===== config.mk =====
export PLATFORM = sky130hd
export DESIGN_NAME = countdown_timer
export DESIGN_NICKNAME = d
export VERILOG_FILES = /design/src/rtl/countdown_timer.sv
export SDC_FILE = /design/constraint.sdc
export NUM_CORES = 1
export LEC_CHECK = 0
export CORE_AREA = 2 2 41 43
export DETAILED_ROUTE_END_ITERATION = 8
export DIE_AREA = 0 0 43 45
export GPL_TIMING_DRIVEN = 0
export PLACE_DENSITY_LB_ADDON = 0.1
export SETUP_SLACK_MARGIN = 0.02
export SKIP_LAST_GASP = 1
export SYNTH_ARGS = -nofsm -noshare
export SYNTH_HDL_FRONTEND = slang
export SYNTH_SLANG_ARGS = --single-unit
export TNS_END_PERCENT = 100

===== constraint.sdc =====
create_clock -name clock -period 2.7 [get_ports clock]
set_input_delay 0.54 -clock clock [delete_from_list [all_inputs] [get_ports clock]]
set_output_delay 0.54 -clock clock [all_outputs]
set_load 0.02 [all_outputs]

===== src/rtl/countdown_timer.sv =====
// countdown_timer: loadable, pausable down-counter with terminal-count detection.
// A load starts a run of N enabled cycles; at terminal count the timer either
// reloads N (periodic) or stops in DONE until acknowledged (one-shot).
//
// state | meaning
// IDLE  | stopped, count held, enable/ack ignored
// RUN   | counting down on enabled edges
// DONE  | one-shot completed, done held until ack
module countdown_timer #(
  parameter int WIDTH = 4
) (
  input  logic             clock,
  input  logic             reset,
  input  logic             enable,
  input  logic             load,
  input  logic [WIDTH-1:0] load_value,
  input  logic             auto_reload,
  input  logic             ack,
  output logic [WIDTH-1:0] count_out,
  output logic             running,
  output logic             expired,
  output logic             done
);

  typedef enum logic [1:0] {
    IDLE = 2'd0,
    RUN  = 2'd1,
    DONE = 2'd2
  } state_t;

  localparam logic [WIDTH-1:0] ZERO = '0;
  localparam logic [WIDTH-1:0] ONE  = {{(WIDTH-1){1'b0}}, 1'b1};

  state_t           state_q, state_d;
  logic [WIDTH-1:0] count_q, count_d;
  logic [WIDTH-1:0] reload_q, reload_d;
  logic             expired_q, expired_d;

  // State and datapath registers; synchronous reset clears everything.
  always_ff @(posedge clock) begin
    if (reset) begin
      state_q   <= IDLE;
      count_q   <= ZERO;
      reload_q  <= ZERO;
      expired_q <= 1'b0;
    end else begin
      state_q   <= state_d;
      count_q   <= count_d;
      reload_q  <= reload_d;
      expired_q <= expired_d;
    end
  end

  // Next-state and next-count: load wins, then terminal/decrement, then ack.
  always_comb begin
    state_d   = state_q;
    count_d   = count_q;
    reload_d  = reload_q;
    expired_d = 1'b0;
    if (load) begin
      // A load discards any terminal event in the same cycle, so no pulse.
      count_d  = load_value;
      reload_d = load_value;
      state_d  = (load_value != ZERO) ? RUN : IDLE;
    end else begin
      case (state_q)
        RUN: begin
          if (enable) begin
            if (count_q == ONE) begin
              expired_d = 1'b1;
              if (auto_reload) begin
                count_d = reload_q;
              end else begin
                count_d = ZERO;
                state_d = DONE;
              end
            end else if (count_q != ZERO) begin
              // Guarded so the count can never wrap below zero.
              count_d = count_q - ONE;
            end
          end
        end
        DONE: begin
          if (ack) state_d = IDLE;
        end
        default: begin
        end
      endcase
    end
  end

  // Output decode from registered state and registered count/pulse.
  always_comb begin
    count_out = count_q;
    expired   = expired_q;
    running   = (state_q == RUN);
    done      = (state_q == DONE);
  end

endmodule


==> results of run 1 <==
## where the power goes
group | switching, mW | internal, mW
clock | 0.0562 | 0.0573
sequential | 0.00868 | 0.171
combinational | 0.0400 | 0.0448
total | 0.105 | 0.273
## final cells by class
type                       instances  area share [%]
multi-input combinational         49           44.31
sequential                        11           26.35
timing repair buffer              16           19.16
buffer                             3           3.293
clock buffer                       4           3.144
tap                               16           2.395
inverter                           3           1.347
## per-layer routing
layer,routed length [um],part of all wire [%]
met1,568,43
met2,658,50
met3,68,5.2
met4,12,0.92
met5,0,0
## how the worst max path moves through the flow
stage,endpoint,start,cells past startpoint
after detailed placement,count_out[2],enable,5
after global routing,done,state_q[1],2
after floorplan,state_q[1],count_out[0],5
after CTS,done,state_q[1],2
after global placement,count_out[2],enable,5
final,done,state_q[1],2
## worst max-delay path: stages, from the launching register on
cell and delay, ps:
dfxtp_1 370, nor2b_1 210, clkdlybuf4s50_1 630
## cell usage after synthesis, drive strengths merged
library cell,n,area [um2]
and3b,1,10.01
a31oi,1,6.260
nand2b,3,18.77
o21ai,3,15.01
nor4,1,6.260
xnor2,1,8.760
inv,3,11.26
buf,3,27.52
a21oi,5,25.02
a221oi,1,8.760
and4b,1,11.26
nand3,2,10.01
ha,3,37.54
dfxtp,11,220.2
nor3b,2,31.28
nor4b,2,17.52
nand3b,2,27.53
nor2b,2,12.51
and3,1,6.260
nor2,6,22.52
o22ai,2,12.51
mux2i,1,10.01
o41ai,1,8.760
o211a,2,20.02
o311ai,1,8.760
a2111oi,1,15.01
or3b,1,8.760
nand2,3,11.26
## state kept, by name, summed over array words and instances (netlist names)
| name | flops |
|---|---|
| expired | 1 |
| count_out | 4 |
| reload_q | 4 |
| state_q | 2 |
## kinds of logic after synthesis
group / Yosys count / synth area share (%)
DFF: 11 / 34.99
and+or+nand+nor: 27 / 30.82
buffers and inverters: 6 / 6.162
AOI/OAI and AO/OA: 17 / 19.08
adders and majority gates: 3 / 5.965
muxes: 1 / 1.591
xor gates and xnor gates: 1 / 1.392
## through the flow
stage               setup WS (ps)  power [mW]
global placement            795.1      0.2681
CTS                         654.2      0.3847
global route                589.4      0.4009
finish                      677.2      0.3781
floorplan                   998.2      0.2318
detailed placement          811.5      0.2688
==> impl_metrics.toml, run 1 <==
[global_route]
grt_use_met2_pct = 26.97
met1_usage_pct = 17.46
grt-busiest-layer = "met2"
grt_pass1_wl_mm = 2.201
grt_max_degree = 11
antenna_found_initial = 0
gr-usage-all-layers_pct = 15.75
grt-ovfl-total = 0
grt.met3_usage_pct = 6.000
grt_pass1_vias = 523

[critical_path]
r2r_cells = 5
ff2ff_setup_slack_ps = 910
endpoint_kind = "primary output"
critPathKind = "flop to primary output"
critPathArrivalTime_ps = 1480
required_ps = 2160
reg2reg_from = "count_out[0]"
r2r-end = "state_q[1]"
setup.worst_path.start_class = "flop"
crit_path_max_fanout = 4

[finish]
antenna_cells = 0
final_cell_mix = "clkdlybuf4s50_1 (16), dfxtp_1 (11), nor2_1 (6)"
multi_input_area_um2 = 370.4
nNetsFinal = 100
seqCellArea_um2 = 220.2
num-fill-cells = 150
stdcell_count = 102
fin_util_pct = 56.80
layout_commonest_cell = "clkdlybuf4s50_1"
stdcell_area_um2 = 835.8
drive_gt1_share_pct = 13.95
area_growth_pct = 32.80

[synth]
syn_inst = 66
synth_cell_type_count = 32
syn_area_um2 = 629.4
ys_ff_latch = 11
syn-num-nets = 79
synth-seq-area-share_pct = 34.99
avgSynthCellArea_um2 = 9.536
ys_warn_count = 0

[clock_network]
cts_tree = "built"
post_cts_buffers = 0
ctsHtreeMaxLevel = 1
path_clk_slew_ps = 70
cts.sinks = 11
cts_buffer_depth = 2
hold_buffers = 0
clockRootBuffer = "clkbuf_4"
worstSkewPairLatency_ps = 270
cts_resized = 0
cts-buffers-inserted = 3

[routing]
wl_mm = 1.307
drt-wirelength-per-cell_um = 12.81
routed_via_density = 5.451
vias = 556
drc_errors = 0
first_pass_iters = 4
drtIter0Drc = 10
drt.antenna.violating_nets = 0

[die]
die_w_um = 43
die_h_um = 45
start_util_pct = 42.77
design.core.area_um2 = 1471
rows = 14
dieArea_um2 = 1935
ios = 17

[power]
ir_drop_mv = 0.2213
p_leak_nw = 0.3488
p_per_area_nw_per_um2 = 452.4

[status]
outcome = "finished clean"

[sta]
worst_pin_slew_ps = 344.6
period_needed_ps = 2023
rsz0062_at_grt = "no"
relSlewSlack_pct = 77.00
fin_tns_setup_ps = 0
timing.final.crit_share_pct = 74.92
setup_violations = 0
finalClockSkew_ps = 4.303
clock.fmax_mhz = 494.4
hold-worst-slack_ps = 471.4
hold_viol = 0
slew_viol_final = 0

[min_path]
hold_path_end = "reload_q[0]"
holdCritPathClass = "flop to flop"
hp-start = "reload_q[0]"
min_path_cells = 2

[placement]
io_buffers = 16
place_hpwl_mm = 1.001
gp_congestion = 0.7463
place_inst = 98
post_dp_cell_area_um2 = 809.5

[job]
cap_violations = 0
No activity file was read; power rests on OpenSTA's default activity.
==> run 2: changes to the inputs <==
--- a/config.mk
+++ b/config.mk
@@ -5,9 +5,9 @@
 export SDC_FILE = /design/constraint.sdc
 export NUM_CORES = 1
 export LEC_CHECK = 0
-export CORE_AREA = 2 2 41 43
+export CORE_AREA = 2 2 43 45
 export DETAILED_ROUTE_END_ITERATION = 8
-export DIE_AREA = 0 0 43 45
+export DIE_AREA = 0 0 45 47
 export GPL_TIMING_DRIVEN = 0
 export PLACE_DENSITY_LB_ADDON = 0.1
 export SETUP_SLACK_MARGIN = 0.02
==> constraint.sdc (replaced) <==
create_clock -name clock -period 1.7 [get_ports clock]
set_input_delay 0.34 -clock clock [delete_from_list [all_inputs] [get_ports clock]]
set_output_delay 0.34 -clock clock [all_outputs]
set_load 0.02 [all_outputs]
==> run 2 against run 1 <==
Non-clock buffer count up 4. Global-route usage up 0.24 points. First-iteration DRC count up 30%. Final area up 6.1%. Hold slack better by 5.4 ps. Total power up 60%.
==> impl_metrics.toml, run 2 (synthesized netlist as in run 1, its figures left out) <==
[placement]
gp_congestion = 0.7072
io_buffers = 16
place_inst = 99
place_hpwl_um = 986.3

[critical_path]
crit_family = "buffers and inverters"
worstPathCellList = "clkdlybuf4s50_1"
setup.worst_path.start_class = "flop"
required_ps = 1360
crit_path_max_fanout = 5
critPathBufInv = 1
critPathArrivalTime_ps = 1230
endpoint_kind = "primary output"
critPathKind = "flop to primary output"
slowest_delay_ps = 610
cpMaxStageDelayCell = "clkdlybuf4s50_1"

[finish]
drive_gt1_share_pct = 21.11
area_growth_pct = 40.95
layout_commonest_cell = "clkdlybuf4s50_1"
seqCellArea_um2 = 222.7
multi_input_area_um2 = 389.1
stdcell_count = 107
nNetsFinal = 104
final_cell_mix = "clkdlybuf4s50_1 (12), dfxtp_1 (9), nor2_1 (6)"
antenna_cells = 0
num-fill-cells = 168

[routing]
drt.antenna.violating_nets = 0
drc_errors = 0
drtIter0Drc = 13
first_pass_iters = 4
wl_mm = 1.396
drt-wirelength-per-cell_um = 13.05
vias = 575
routed_via_density = 5.374

[global_route]
grt_use_met2_pct = 23.43
grt_max_degree = 11
grt-ovfl-total = 0
grt.met3_usage_pct = 4.615
met1_usage_pct = 21.11
gr-usage-all-layers_pct = 15.99
grt-busiest-layer = "met2"
grt_pass1_vias = 521
grt_pass1_wl_mm = 2.352
antenna_found_initial = 0

[clock_network]
cts.sinks = 11
cts_buffer_depth = 2
cts_tree = "built"
path_clk_slew_ps = 60
ctsHtreeMaxLevel = 1
cts-buffers-inserted = 3
clockRootBuffer = "clkbuf_4"
worstSkewPairLatency_ps = 260

[die]
ios = 17
rows = 15
start_util_pct = 38.11
die_h_um = 47
dieArea_um2 = 2115
design.core.area_um2 = 1652
die_w_um = 45

[power]
p_per_area_nw_per_um2 = 681.2
comb_power_share_pct = 24.2
internal_power_mw = 0.4408
switching_share_pct = 27.05
ir_drop_mv = 0.4408
p_seq_share_pct = 47.6
p_sw_mw = 0.1635
clkPwrFrac_pct = 28.2
p_leak_nw = 0.4067
finalPower_mw = 0.6043

[job]
cap_violations = 0

[sta]
period_needed_ps = 1566
slew_viol_final = 0
setup_violations = 0
timing.final.crit_share_pct = 92.14
relSlewSlack_pct = 80.88
clock.fmax_mhz = 638.4
finalClockSkew_ps = 2.195
hold_viol = 0
worst_pin_slew_ps = 283.1
rsz0062_at_grt = "no"

[status]
outcome = "finished clean"

[min_path]
holdCritPathClass = "flop to flop"
run 2: changes by cell type in the layout (fill, tap and decap cells not counted):
cell             delta
buf_4               +4
clkdlybuf4s50_1     -4
dlygate4sd2_1       +3
dfxtp_1             -2
dfxtp_2             +2
dlymetal6s2s_1      +1
ha_1                -1
ha_4                +1
nor3b_2             -1
nor3b_4             +1
run 2: power groups by stage:
stage / logic, mW / registers, mW / clock network, mW
5_1_grt: 0.160 / 0.290 / 0.207
2_1_floorplan: 0.0706 / 0.298 / 0
3_3_place_gp: 0.136 / 0.292 / 0
4_1_cts: 0.142 / 0.286 / 0.182
3_5_place_dp: 0.135 / 0.292 / 0
6_report: 0.146 / 0.288 / 0.171
run 2: worst paths after layout:
kind / from / to / slack [ps] / depth (start not counted)
worst max-delay path: count_out[1] / count_out[1] / 130 / 1
worst min register to register: reload_q[0] / reload_q[0] / 480 / 2
worst min-delay path: reload_q[0] / reload_q[0] / 480 / 2
worst max register to register: count_out[1] / count_out[2] / 140 / 8
run 2: area by class of cell:
type                    count  area share (%)
plain buffers               3           3.103
clock buffers               4           2.962
inverters                   3           1.269
multi-input cells          49           43.86
flip-flops and latches     11           25.11
well taps                  17           2.398
repair buffers             20           21.30
run 2: through the flow:
stage | area (um2) | hold WS (ps) | setup WS (ps) | TNS [ps] | utilization (%)
3_3_place_gp | 812.0 | 458.9 | -63.87 | -92.97 | 49.17
5_1_grt | 887.1 | 503.1 | 36.15 | 0 | 53.71
4_1_cts | 857.1 | 478.2 | 32.67 | 0 | 51.89
6_report | 887.1 | 476.8 | 133.5 | 0 | 53.71
2_1_floorplan | 630.6 | 429.2 | 33.68 | 0 | -
3_5_place_dp | 812.0 | 465.0 | -38.76 | -41.59 | 49.17
run 2: layer usage:
metal  vias up  share of wire (%)
met3         2                3.7
met5         -                  0
met2        11                 48
met1       269                 47
met4         0               0.93
li1        293                  -
run 2: repair_timing:
action | in CTS | in global routing
endpoints found under the hold margin | 0 | 0
hold buffers | 0 | 0
buffers inserted | 3 | 1
gates resized for setup | 3 | 5
pin swaps | 0 | 1
endpoints found under the setup margin | 4 | 4
==> run 3: changes to the inputs <==
--- a/config.mk
+++ b/config.mk
@@ -12,6 +12,7 @@
 export PLACE_DENSITY_LB_ADDON = 0.1
 export SETUP_SLACK_MARGIN = 0.02
 export SKIP_LAST_GASP = 1
+export SLEW_MARGIN = 10
 export SYNTH_ARGS = -nofsm -noshare
 export SYNTH_HDL_FRONTEND = slang
 export SYNTH_SLANG_ARGS = --single-unit
==> results of run 3 <==
Final layout, timing and power as in run 2 (identical DEF).
==> RTL change, RTL diff (settings of run 3) <==
Register the output `expired`, cleared by the reset; this adds one clock of latency there. The other outputs are not delayed to match.
--- a/src/rtl/countdown_timer.sv
+++ b/src/rtl/countdown_timer.sv
@@ -32,2 +32,4 @@
   localparam logic [WIDTH-1:0] ONE  = {{(WIDTH-1){1'b0}}, 1'b1};
+
+  logic expired_c;
 
@@ -94,3 +96,3 @@
     count_out = count_q;
-    expired   = expired_q;
+    expired_c = expired_q;
     running   = (state_q == RUN);
@@ -99,2 +101,10 @@
 
+  always_ff @(posedge clock) begin
+    if (reset) begin
+      expired <= '0;
+    end else begin
+      expired <= expired_c;
+    end
+  end
+
 endmodule
Formal check against the unedited RTL: not equivalent (a bounded check fails within 4 cycles, from zero or initial values and one cycle with reset high).
==> RTL change against run 3 <==
Wire length rose by 8.6%. Sequential cell count rose by 1. Final area rose by 7.2%. Worst setup slack got worse by 110 ps. Clock power rose by 32%. Synthesized area rose by 0.60%. Sequential power rose by 8.3%. Non-clock buffer count rose by 1. Combinational power rose by 10%. Power rose by 16%. Critical endpoint is now count_out[2].
==> RTL change: results (changes against run 3) <==
[outcome]
status = complete, no violations  ; unchanged

[placed_design]
place.gp.congestion = 0.738  ; was 0.707
placed_area_sq_um = 848  ; was 812 sq um
dp_slack_ps = -221  ; was -38.8 ps
hpwlAfterDp_microns = 1030  ; was 986 microns

[detailed_routing]
wire_per_inst_microns = 13.3  ; was 13.0 microns
routed_via_density = 5.32  ; was 5.37
drtPass1Iterations = 5  ; was 4
vias = 606  ; was 575
drtIter0Drc = 5  ; was 13

[timing]
clock_skew_ps = 2.94  ; was 2.19 ps
slew_headroom_pct = 63.4  ; was 80.9%

[global_route]
grt_pass1_wl_microns = 2250  ; was 2350 microns
globalRouteTotalUtil_pct = 14.9  ; was 16.0%
grt_pass1_vias = 511  ; was 521

[layout]
finish.net_count = 111  ; was 104
layout-drive-gt1-share_pct = 24.7  ; was 21.1%
fill_cells = 155  ; was 168

[setup_path]
worstPathArrival_ps = 1870  ; was 1230 ps
slowest_delay_ps = 490  ; was 610 ps
critical-path-top-delay-family = simple AND/OR/NAND/NOR gates  ; was buffers and inverters

[cts]
clockBufferDepth = 2  ; unchanged
clock_latency_ps = 270

[logic_synthesis]
synth_cell_types = 30  ; was 32
synth_commonest_cells = dfxtp_1, a21oi_1, nand2b_1, nand2_1, nor2_1  ; was dfxtp_1, nor2_1, a21oi_1
synth_nets = 85  ; was 79
synth.avg_cell_area_sq_um = 8.79  ; was 9.54 sq um
ys_seq_area_share_pct = 37.9  ; was 35.0%

[pwr]
peakVddDrop_v = 0.000478  ; was 0.000441 V
leakagePower_nw = 0.424  ; was 0.407 nW

[RTL change: power breakdown]
part           internal [mW]  switching (mW)  leakage, nW
Combinational         0.0856          0.0756        0.303
Sequential             0.295          0.0174       0.0999
Clock                  0.130          0.0956       0.0210
Total                  0.511           0.189        0.424
[RTL change: area by class of cell]
cell class                      instances  area [sq um]  share of cell area (%)
Buffer                                  2          7.51                   0.789
Clock buffer                            4          36.3                    3.82
Inverter                                3          13.8                    1.45
Multi-Input combinational cell         54           420                    44.2
Sequential cell                        12           248                    26.1
Tap cell                               17          21.3                    2.24
Timing Repair Buffer                   22           204                    21.4
[RTL change: path summary, 6_finish.rpt]
path / start / endpoint / slack [ps] / cells after the start
setup / recovery: count_out[1] / count_out[2] / 30 / 6
hold / removal: expired_c / expired / 450 / 1
setup reg to reg: count_out[1] / count_out[2] / 30 / 6
hold reg to reg: expired_c / expired / 450 / 1
[RTL change: cell families (layout without fill, tap and decap cells)]
kind of cell	count (synthesis)	in the layout	share of synthesized area (%)
mux	2	2	3.16
buf+inv	6	31	4.74
compound gates	16	16	17.2
flops	12	12	37.9
fa+ha+maj	3	3	5.93
simple gates	33	33	31.0
[RTL change: routing by layer]
metal	up-vias	global-route usage, %	wire length, microns
met1	279	19.0	671
li1	312	-	-
met4	0	1.76	16
met3	2	6.92	84
met5	-	0	0
met2	13	24.0	744
[RTL change: timing repair]
action | CTS | global route
setup endpoints to repair | 9 | 6
pin swaps | 4 | 6
resized for setup | 5 | 8
buffers inserted | 4 | 2
